[config.mk]
export PLATFORM = sky130hd
export DESIGN_NAME = cic_comp_fir
export DESIGN_NICKNAME = d
export VERILOG_FILES = /design/src/rtl/cic_comp_fir.sv
export SDC_FILE = /design/constraint.sdc
export NUM_CORES = 1
export LEC_CHECK = 0
export ABC_CLOCK_PERIOD_IN_PS = 13900
export BUFFER_PORTS_ARGS = -buffer_cell sky130_fd_sc_hd__buf_2
export CAP_MARGIN = 20
export CORE_MARGIN = 4
export CORE_UTILIZATION = 55
export DETAILED_ROUTE_END_ITERATION = 10
export PLACE_DENSITY_LB_ADDON = 0.15
export REMOVE_ABC_BUFFERS = 1
export SYNTH_ARGS = -nofsm -noshare
export SYNTH_HDL_FRONTEND = slang
export SYNTH_SLANG_ARGS = --single-unit
[constraint.sdc]
create_clock -name clk -period 13.9 [get_ports clk]
set_input_delay 1.39 -clock clk [delete_from_list [all_inputs] [get_ports clk]]
set_output_delay 1.39 -clock clk [all_outputs]
set_load 0.05 [all_outputs]
[src/rtl/cic_comp_fir.sv]
// Droop-compensation FIR for the simple_cic decimator: 5-tap symmetric filter with one
// shared multiplier stepped over the three unique coefficients, one output per input strobe.
module cic_comp_fir #(
    parameter int in_width   = 18,
    parameter int out_width  = 18,
    parameter int coef_width = 18,
    parameter int shift      = 16,
    parameter int c0         = -4096,
    parameter int c1         = -8192,
    parameter int c2         = 90112
) (
    input  logic                        clk,
    input  logic                        reset,
    input  logic                        g_in,
    input  logic signed [in_width-1:0]  d_in,
    output logic                        g_out,
    output logic signed [out_width-1:0] d_out,
    output logic                        overrun
);

    localparam int pre_w  = in_width + 1;
    localparam int prod_w = pre_w + coef_width;
    localparam int acc_w  = prod_w + 2;

    localparam logic signed [acc_w:0] lp_half = (acc_w+1)'(64'sd1 <<< (shift - 1));
    localparam logic signed [acc_w:0] lp_max  = (acc_w+1)'((64'sd1 <<< (out_width - 1)) - 64'sd1);
    localparam logic signed [acc_w:0] lp_min  = (acc_w+1)'(-(64'sd1 <<< (out_width - 1)));

    typedef enum logic [2:0] {
        S_IDLE,
        S_P0,
        S_P1,
        S_P2,
        S_OUT
    } state_t;

    state_t                         r_state;
    logic signed [in_width-1:0]     r_x [5];
    logic signed [acc_w-1:0]        r_acc;
    logic signed [out_width-1:0]    r_d_out;
    logic                           r_g_out;
    logic                           r_overrun;

    logic signed [in_width-1:0]     w_op_a;
    logic signed [in_width-1:0]     w_op_b;
    logic signed [coef_width-1:0]   w_coef;
    logic signed [pre_w-1:0]        w_pre;
    logic signed [prod_w-1:0]       w_prod;
    logic signed [acc_w:0]          w_rnd;
    logic signed [acc_w:0]          w_shr;
    logic signed [out_width-1:0]    w_sat;

    // NOTE: every signal written in always_comb gets a default first so no latch is inferred.
    always_comb begin
        w_op_a = r_x[0];
        w_op_b = r_x[4];
        w_coef = coef_width'(c0);
        case (r_state)
            S_P1: begin
                w_op_a = r_x[1];
                w_op_b = r_x[3];
                w_coef = coef_width'(c1);
            end
            S_P2: begin
                w_op_a = r_x[2];
                w_op_b = '0;
                w_coef = coef_width'(c2);
            end
            default: ;
        endcase
    end

    assign w_pre  = pre_w'(w_op_a) + pre_w'(w_op_b);
    assign w_prod = prod_w'(w_pre) * prod_w'(w_coef);

    // Round half-up, then arithmetic shift; one extra bit keeps the rounding add from wrapping.
    assign w_rnd = (acc_w+1)'(r_acc) + lp_half;
    assign w_shr = w_rnd >>> shift;

    always_comb begin
        w_sat = out_width'(w_shr);
        if (w_shr > lp_max) begin
            w_sat = out_width'(lp_max);
        end else if (w_shr < lp_min) begin
            w_sat = out_width'(lp_min);
        end
    end

    // NOTE: sequential state uses non-blocking assignments so every register sees pre-edge values.
    always_ff @(posedge clk) begin
        if (reset) begin
            // NOTE: the delay line is only five registers and must start at zero, so it is reset like any other flop.
            for (int i = 0; i < 5; i++) begin
                r_x[i] <= '0;
            end
            r_acc     <= '0;
            r_d_out   <= '0;
            r_g_out   <= 1'b0;
            r_overrun <= 1'b0;
            r_state   <= S_IDLE;
        end else begin
            r_g_out <= 1'b0;
            if (g_in && (r_state != S_IDLE)) begin
                r_overrun <= 1'b1;
            end
            case (r_state)
                S_IDLE: begin
                    if (g_in) begin
                        r_x[0] <= d_in;
                        for (int i = 1; i < 5; i++) begin
                            r_x[i] <= r_x[i-1];
                        end
                        r_state <= S_P0;
                    end
                end
                S_P0: begin
                    r_acc   <= acc_w'(w_prod);
                    r_state <= S_P1;
                end
                S_P1: begin
                    r_acc   <= r_acc + acc_w'(w_prod);
                    r_state <= S_P2;
                end
                S_P2: begin
                    r_acc   <= r_acc + acc_w'(w_prod);
                    r_state <= S_OUT;
                end
                S_OUT: begin
                    r_d_out <= w_sat;
                    r_g_out <= 1'b1;
                    r_state <= S_IDLE;
                end
                default: r_state <= S_IDLE;
            endcase
        end
    end

    assign g_out   = r_g_out;
    assign d_out   = r_d_out;
    assign overrun = r_overrun;

endmodule

==> metrics.log, run 1 <==
INFO  metric synthesis.yosys.warnings = 0
INFO  metric hold_buffers = 0
INFO  metric cts_tree = done
INFO  metric synth.distinct_cells = 72
INFO  metric critical_path.max_fanout = 58
INFO  metric cts_num_sinks = 140
INFO  metric grt-ovfl-total = 0
INFO  metric number_of_global_route_vias_before_repair = 9062
INFO  metric totalNegativeSetupSlack = 0 ps
INFO  metric drt_drc_violations_left = 0
INFO  metric max_cap_viols = 0
INFO  metric die_area = 24920 um^2
INFO  metric criticalPathCategory = register to register
INFO  metric fillerInstances = 1865
INFO  metric die_y = 157.9 um
INFO  metric cell_family_with_the_largest_share_of_critical_path_delay = adder cells
INFO  metric via_per_inst = 5.621
INFO  metric multiInputGateArea = 8080 um^2
INFO  metric seqCellArea = 3705 um^2
INFO  metric drt_iter0_drc = 658
INFO  metric max-clock-path-buffers = 2
INFO  metric fin_clk_skew = 16.33 ps
INFO  metric most_frequent_cells_in_the_layout = 144 x sky130_fd_sc_hd__nand2_1, 139 x sky130_fd_sc_hd__ha_1, 119 x sky130_fd_sc_hd__nor2_1
INFO  metric critical_path.startpoint_type = register
INFO  metric grt_pass1_wl = 44280 um
INFO  metric grt_antenna_before_repair = 0
INFO  metric post_cts_buffers = 0
INFO  metric cts_resized = 0
INFO  metric design.final.nets = 1582
INFO  metric synth-seq-area-share = 29.98%
INFO  metric setup_ws = 2549 ps
INFO  metric clock.fmax = 0.08810 GHz
INFO  metric number_of_core_rows = 54
INFO  metric synthesized_instance_count = 1337
INFO  metric dr.pass1.iters = 7
INFO  metric tritoncts.num_buffers = 17
INFO  metric die-width = 157.9 um
INFO  metric synth-async-reset-ratio = 0%
INFO  metric initial_core_util = 56.26%
INFO  metric ctsRootBufferMaster = sky130_fd_sc_hd__clkbuf_16
INFO  metric cts-htree-levels = 4
INFO  metric antenna_violating_nets_post_route = 0
INFO  metric vias = 9264
INFO  metric worstPathArrival = 11730 ps
INFO  metric layout.cells.most_common = sky130_fd_sc_hd__nand2_1
INFO  metric max_slew.worst_pin.slew = 867.4 ps
INFO  metric critPathCaptureType = register
INFO  metric cts.reportedPaths.clkPinSlew = 80 ps
INFO  metric slew_violations = 0
INFO  metric final_number_of_setup_violating_endpoints = 0
INFO  metric standard_cell_with_the_maximum_stage_delay_on_the_critical_path = sky130_fd_sc_hd__dfxtp_1
INFO  metric place.port_buffers = 40
INFO  metric grt_setup_unrepaired = no
INFO  metric post_synth_instance_area = 12350 um^2
INFO  metric grt_start_max_net_pins = 91
INFO  metric antenna-diode-count = 0
INFO  metric hold_class = register to register
INFO  metric clkLatencyLatePin = 440 ps
INFO  metric layout_min_cycle_time = 11350 ps
INFO  metric gr-usage-all-layers = 21.86%
INFO  metric design.portCount = 41
INFO  metric slew_headroom = 41.97%
INFO  metric cpPeakStageDelay = 710 ps
INFO  metric detail_route.wl_per_cell = 15.58 um
INFO  metric drive_gt1_share = 7.895%
INFO  metric syn_area_per_cell = 9.239 um^2
INFO  metric hold_viol_final = 0
INFO  metric placeableCoreArea = 21960 um^2
INFO  metric crit_path_frequent_cell = sky130_fd_sc_hd__ha_1
INFO  metric synth.ff_latch_count = 140
INFO  metric ys_dominant_reg_cell = sky130_fd_sc_hd__edfxtp_1
INFO  metric final_weighted_congestion_in_routability_driven_placement = 0.8886
INFO  metric syn2layout_area_growth = 8.721%
INFO  metric synth_enable_flop_cells = 90
INFO  metric outcome = completed
INFO  metric timing.final.crit_share = 81.66%
INFO  metric postRouteWirelength = 25670 um
INFO  metric hpwlAfterDp = 18270 um
INFO  metric required = 14280 ps
INFO  metric place_ws = 2825 ps
INFO  metric worst-path-buf-inv = 4
## path summary, 6_finish.rpt
path | end | cells after the start | start | slack, ps
setup reg to reg | r_acc[38] | 39 | r_state[2] | 2550
hold / removal | d_out[17] | 2 | d_out[17] | 460
setup / recovery | r_acc[38] | 39 | r_state[2] | 2550
hold reg to reg | d_out[17] | 2 | d_out[17] | 460
## through the flow
| stage | hold WS [ps] | instances | instance area (um^2) | util (%) |
|---|---|---|---|---|
| 2_1_floorplan | 447.9 | 1284 | 12150 | - |
| 3_3_place_gp | 437.8 | 1615 | 12810 | 58.33 |
| 3_5_place_dp | 447.5 | 1615 | 12810 | 58.33 |
| 4_1_cts | 458.1 | 1647 | 13420 | 61.13 |
| 5_1_grt | 487.0 | 1648 | 13430 | 61.16 |
| 6_report | 455.7 | 1648 | 13430 | 61.16 |
## cells in the mapped netlist (2+ instances only)
cell / number / area share (%)
sky130_fd_sc_hd__nand2_1: 144 / 4.4
sky130_fd_sc_hd__ha_1: 139 / 14
sky130_fd_sc_hd__nor2_1: 119 / 3.6
sky130_fd_sc_hd__and2_1: 102 / 5.2
sky130_fd_sc_hd__inv_1: 102 / 3.1
sky130_fd_sc_hd__edfxtp_1: 90 / 22
sky130_fd_sc_hd__fa_1: 67 / 11
sky130_fd_sc_hd__a21oi_1: 64 / 2.6
sky130_fd_sc_hd__xnor2_1: 56 / 4.0
sky130_fd_sc_hd__dfxtp_1: 50 / 8.1
sky130_fd_sc_hd__clkbuf_1: 47 / 1.4
sky130_fd_sc_hd__o21ai_0: 38 / 1.5
sky130_fd_sc_hd__nand3_1: 28 / 1.1
sky130_fd_sc_hd__a21o_1: 26 / 1.6
sky130_fd_sc_hd__a211oi_1: 23 / 1.4
sky130_fd_sc_hd__mux2i_1: 20 / 1.6
sky130_fd_sc_hd__nand3b_1: 20 / 1.2
sky130_fd_sc_hd__xor2_1: 20 / 1.4
sky130_fd_sc_hd__nor3_1: 18 / 0.73
sky130_fd_sc_hd__a31oi_1: 12 / 0.61
sky130_fd_sc_hd__nand2b_1: 12 / 0.61
sky130_fd_sc_hd__o21ai_1: 11 / 0.45
sky130_fd_sc_hd__nor2b_1: 9 / 0.46
sky130_fd_sc_hd__and3_1: 8 / 0.41
sky130_fd_sc_hd__o21bai_1: 8 / 0.49
sky130_fd_sc_hd__o31ai_1: 8 / 0.49
sky130_fd_sc_hd__a221oi_1: 7 / 0.50
sky130_fd_sc_hd__o21a_1: 7 / 0.43
sky130_fd_sc_hd__a311oi_1: 6 / 0.43
sky130_fd_sc_hd__nand4_1: 6 / 0.30
sky130_fd_sc_hd__or3_1: 6 / 0.30
sky130_fd_sc_hd__or2_2: 5 / 0.25
sky130_fd_sc_hd__a2111oi_0: 4 / 0.28
sky130_fd_sc_hd__a211o_1: 3 / 0.21
sky130_fd_sc_hd__buf_1: 3 / 0.091
sky130_fd_sc_hd__nor4_1: 3 / 0.15
sky130_fd_sc_hd__o211ai_1: 3 / 0.18
sky130_fd_sc_hd__o32ai_1: 3 / 0.21
sky130_fd_sc_hd__a221o_1: 2 / 0.16
sky130_fd_sc_hd__buf_2: 2 / 0.081
sky130_fd_sc_hd__inv_2: 2 / 0.061
sky130_fd_sc_hd__o22a_1: 2 / 0.14
sky130_fd_sc_hd__o31a_1: 2 / 0.14
sky130_fd_sc_hd__or2_1: 2 / 0.10
## worst register-to-register path: cells and delay by family, from the launching register on
family	cells	cell delay, ps
AO/OA/AOI/OAI	13	3080
XOR/XNOR	3	580
adder cells (fa/ha/maj)	9	3530
buffers and inverters	4	780
flip-flops	1	710
AND/OR/NAND/NOR	10	2610
## cell families (layout without fill, tap and decap cells)
kind of cell | count (synthesis) | in the layout | share of synthesized area, %
AO/OA/AOI/OAI | 243 | 243 | 13.12
XOR/XNOR | 78 | 78 | 5.743
adder cells (fa/ha/maj) | 206 | 206 | 24.94
buffers and inverters | 157 | 188 | 4.821
flip-flops | 140 | 140 | 29.98
multiplexers | 22 | 22 | 1.803
AND/OR/NAND/NOR | 491 | 491 | 19.60
## state kept, by name, indices dropped and copies added, names as in the netlist, named ones only
| register | count |
|---|---|
| r_acc | 26 |
| d_out | 18 |
| r_x | 90 |
| r_state | 3 |
| g_out | 1 |
| overrun | 1 |
## cell type report
class,instances,area share [%]
Timing Repair Buffer,52,2.161
Inverter,104,2.907
Clock inverter,15,1.407
Tap cell,280,2.609
Clock buffer,17,3.168
Sequential cell,140,27.59
Multi-Input combinational cell,1040,60.16
## metal layers
metal / share of wire (%) / track usage [%] / up-vias
li1: - / - / 4661
met1: 46 / 30.63 / 4396
met2: 48 / 35.41 / 181
met3: 4.2 / 3.362 / 26
met4: 1.8 / 6.145 / 0
met5: 0 / 0 / -
Power of run 1 is not shown: default switching activity piles up to over one toggle a cycle in this logic, so the estimate is an artifact.
==> inputs of run 2 (changes only) <==
--- a/config.mk
+++ b/config.mk
@@ -5,7 +5,8 @@
 export SDC_FILE = /design/constraint.sdc
 export NUM_CORES = 1
 export LEC_CHECK = 0
-export ABC_CLOCK_PERIOD_IN_PS = 13900
+export ABC_AREA = 1
+export ABC_CLOCK_PERIOD_IN_PS = 9450
 export BUFFER_PORTS_ARGS = -buffer_cell sky130_fd_sc_hd__buf_2
 export CAP_MARGIN = 20
 export CORE_MARGIN = 4
==> constraint.sdc (replaced) <==
create_clock -name clk -period 9.45 [get_ports clk]
set_input_delay 0.945 -clock clk [delete_from_list [all_inputs] [get_ports clk]]
set_output_delay 0.945 -clock clk [all_outputs]
set_load 0.05 [all_outputs]
==> metrics.log, run 2 <==
INFO  metric die_area = 25860 um^2
INFO  metric placeableCoreArea = 22780 um^2
INFO  metric grt_antenna_before_repair = 0
INFO  metric ys_dominant_reg_cell = sky130_fd_sc_hd__edfxtp_1
INFO  metric synth-async-reset-ratio = 0%
INFO  metric tritoncts.num_buffers = 17
INFO  metric max-clock-path-buffers = 2
INFO  metric place.port_buffers = 40
INFO  metric max_slew.worst_pin.slew = 1016 ps
INFO  metric critPathLaunch = r_state[2]
INFO  metric cpPeakStageDelay = 550 ps
INFO  metric synth_top_family_by_area = adder cells
INFO  metric detail_route.wl_per_cell = 15.43 um
INFO  metric synth.distinct_cells = 48
INFO  metric most_common_cell_in_the_synthesized_netlist = sky130_fd_sc_hd__inv_1
INFO  metric post_synth_instance_area = 12840 um^2
INFO  metric r2r-start = r_state[2]
INFO  metric synth_xor_xnor_area_share = 4.218%
INFO  metric postRouteWirelength = 31080 um
INFO  metric final_design_area_no_fill = 14350 um^2
INFO  metric die-width = 160.8 um
INFO  metric outcome = completed
INFO  metric dr.pass1.iters = 7
INFO  metric grt_start_max_net_pins = 91
INFO  metric synthesized_instance_count = 1643
INFO  metric grt_pass1_wl = 52220 um
INFO  metric number_of_core_rows = 55
INFO  metric hold_class = register to register
INFO  metric worstHoldStart = overrun
INFO  metric synth_common_cells = 289 x sky130_fd_sc_hd__inv_1, 240 x sky130_fd_sc_hd__nand2_1, 215 x sky130_fd_sc_hd__nor2_1, 139 x sky130_fd_sc_hd__ha_1, 119 x sky130_fd_sc_hd__a21oi_1
INFO  metric layout.core_utilization = 62.98%
INFO  metric layout_min_cycle_time = 8893 ps
INFO  metric crit_path_frequent_cell = sky130_fd_sc_hd__nand2_1
INFO  metric synth_enable_flop_cells = 90
INFO  metric worstPathArrival = 9230 ps
INFO  metric initial_core_util = 56.39%
INFO  metric syn_area_per_cell = 7.817 um^2
INFO  metric cts_tree = done
INFO  metric cts_num_sinks = 140
INFO  metric cts-htree-levels = 4
INFO  metric ctsRootBufferMaster = sky130_fd_sc_hd__clkbuf_16
INFO  metric drt_iter0_drc = 681
INFO  metric critical_path.startpoint_type = register
INFO  metric syn2layout_area_growth = 11.70%
INFO  metric slew_violations = 0
INFO  metric vias = 10760
INFO  metric synthesis.yosys.warnings = 0
INFO  metric post-synth-top-area-fraction = 21.04%
INFO  metric critical_path.max_fanout = 7
INFO  metric adder_and_majority_gate_portion_of_the_synthesized_area = 23.98%
INFO  metric largest_register_ff_count = 90
INFO  metric synth_top_cell_by_area = sky130_fd_sc_hd__edfxtp_1
INFO  metric most_frequent_cells_in_the_layout = 287 x sky130_fd_sc_hd__inv_1, 238 x sky130_fd_sc_hd__nand2_1, 211 x sky130_fd_sc_hd__nor2_1
INFO  metric cts.reportedPaths.clkPinSlew = 80 ps
INFO  metric design.final.nets = 1915
INFO  metric fin_clk_skew = 16.92 ps
INFO  metric final_number_of_setup_violating_endpoints = 0
INFO  metric gr-usage-all-layers = 24.38%
INFO  metric timing.final.crit_share = 94.11%
INFO  metric criticalPathCategory = register to register
INFO  metric totalNegativeSetupSlack = 0 ps
INFO  metric postPlaceCellArea = 13450 um^2
INFO  metric critPathCaptureType = register
INFO  metric holdWs = 469.0 ps
INFO  metric hold_buffers = 0
INFO  metric clock.fmax = 0.1124 GHz
INFO  metric clkLatencyLatePin = 440 ps
INFO  metric hpwlAfterDp = 24170 um
INFO  metric standard_cell_with_the_maximum_stage_delay_on_the_critical_path = sky130_fd_sc_hd__fa_1
INFO  metric timing.reg2reg.setup_slack = 560 ps
INFO  metric slew_headroom = 32.27%
INFO  metric antenna-diode-count = 0
INFO  metric hold_viol_final = 0
INFO  metric antenna_violating_nets_post_route = 0
INFO  metric synthTopCellsByArea = sky130_fd_sc_hd__edfxtp_1 21%, sky130_fd_sc_hd__ha_1 14%, sky130_fd_sc_hd__fa_1 10%, sky130_fd_sc_hd__inv_1 8.4%, sky130_fd_sc_hd__dfxtp_1 7.8%
INFO  metric drive_gt1_share = 10.70%
INFO  metric die_y = 160.8 um
INFO  metric via_per_inst = 5.342
INFO  metric design.portCount = 41
INFO  metric synth.ff_latch_count = 140
INFO  metric mux_share_of_post_synthesis_cell_area = 0%
INFO  metric layout.cells.most_common = sky130_fd_sc_hd__inv_1
INFO  metric grt-ovfl-total = 0
INFO  metric synth_compound_area_share = 13.17%
INFO  metric number_of_global_route_vias_before_repair = 10650
INFO  metric synth-seq-area-share = 28.84%
INFO  metric drt_drc_violations_left = 0
INFO  metric final_weighted_congestion_in_routability_driven_placement = 0.9522
INFO  metric yosys.area_share.simple = 19.96%
INFO  metric reg_with_most_ffs = r_x
INFO  metric max_cap_viols = 0
INFO  metric required = 9780 ps
-- run 2: final timing paths --
path               endpoint  cells after the start
setup / recovery  r_acc[35]                     45
setup reg to reg  r_acc[35]                     45
hold reg to reg     overrun                      2
hold / removal      overrun                      2
-- run 2: worst max-delay path: cells and delay by family (launching register included) --
kind | cells | cell delay, ps
buf+inv | 6 | 600
fa+ha+maj | 9 | 3630
xor+xnor | 1 | 250
compound gates | 3 | 430
simple gates | 26 | 3540
flops | 1 | 330
-- run 2: final cells by class --
| cell class | instances | area, um^2 |
|---|---|---|
| Timing Repair inverter | 1 | 5.005 |
| Tap cell | 313 | 391.6 |
| Sequential cell | 140 | 3705 |
| Clock inverter | 15 | 188.9 |
| Multi-Input combinational cell | 1172 | 8079 |
| Inverter | 292 | 1104 |
| Clock buffer | 17 | 425.4 |
| Fill cell | 2069 | 8432 |
| Timing Repair Buffer | 64 | 447.9 |
-- run 2: logic make-up after synthesis --
group / count (synthesis)
simple gates: 601
buf+inv: 331
compound gates: 304
fa+ha+maj: 206
flops: 140
xor+xnor: 61
-- run 2: timing repair --
action	4_1_cts	5_1_grt
endpoints found under the setup margin	5	13
pin swaps	1	3
resized for setup	4	39
cloned	0	1
setup buffers	1	6
-- run 2: layer usage --
metal | global-route usage [%] | routed length [um]
met5 | 0 | 0
met4 | 5.971 | 554
met3 | 2.874 | 1028
met2 | 42.82 | 15360
met1 | 32.29 | 14150
-- run 2: per-stage QoR --
step / cells / setup WS [ps]
after global placement: 1971 / -339.3
after CTS: 2006 / 29.56
after floorplan: 1604 / -1198
after detailed placement: 1973 / -382.2
final: 2014 / 556.9
after global routing: 2014 / -44.93
Power of run 2 is left out for the same reason.
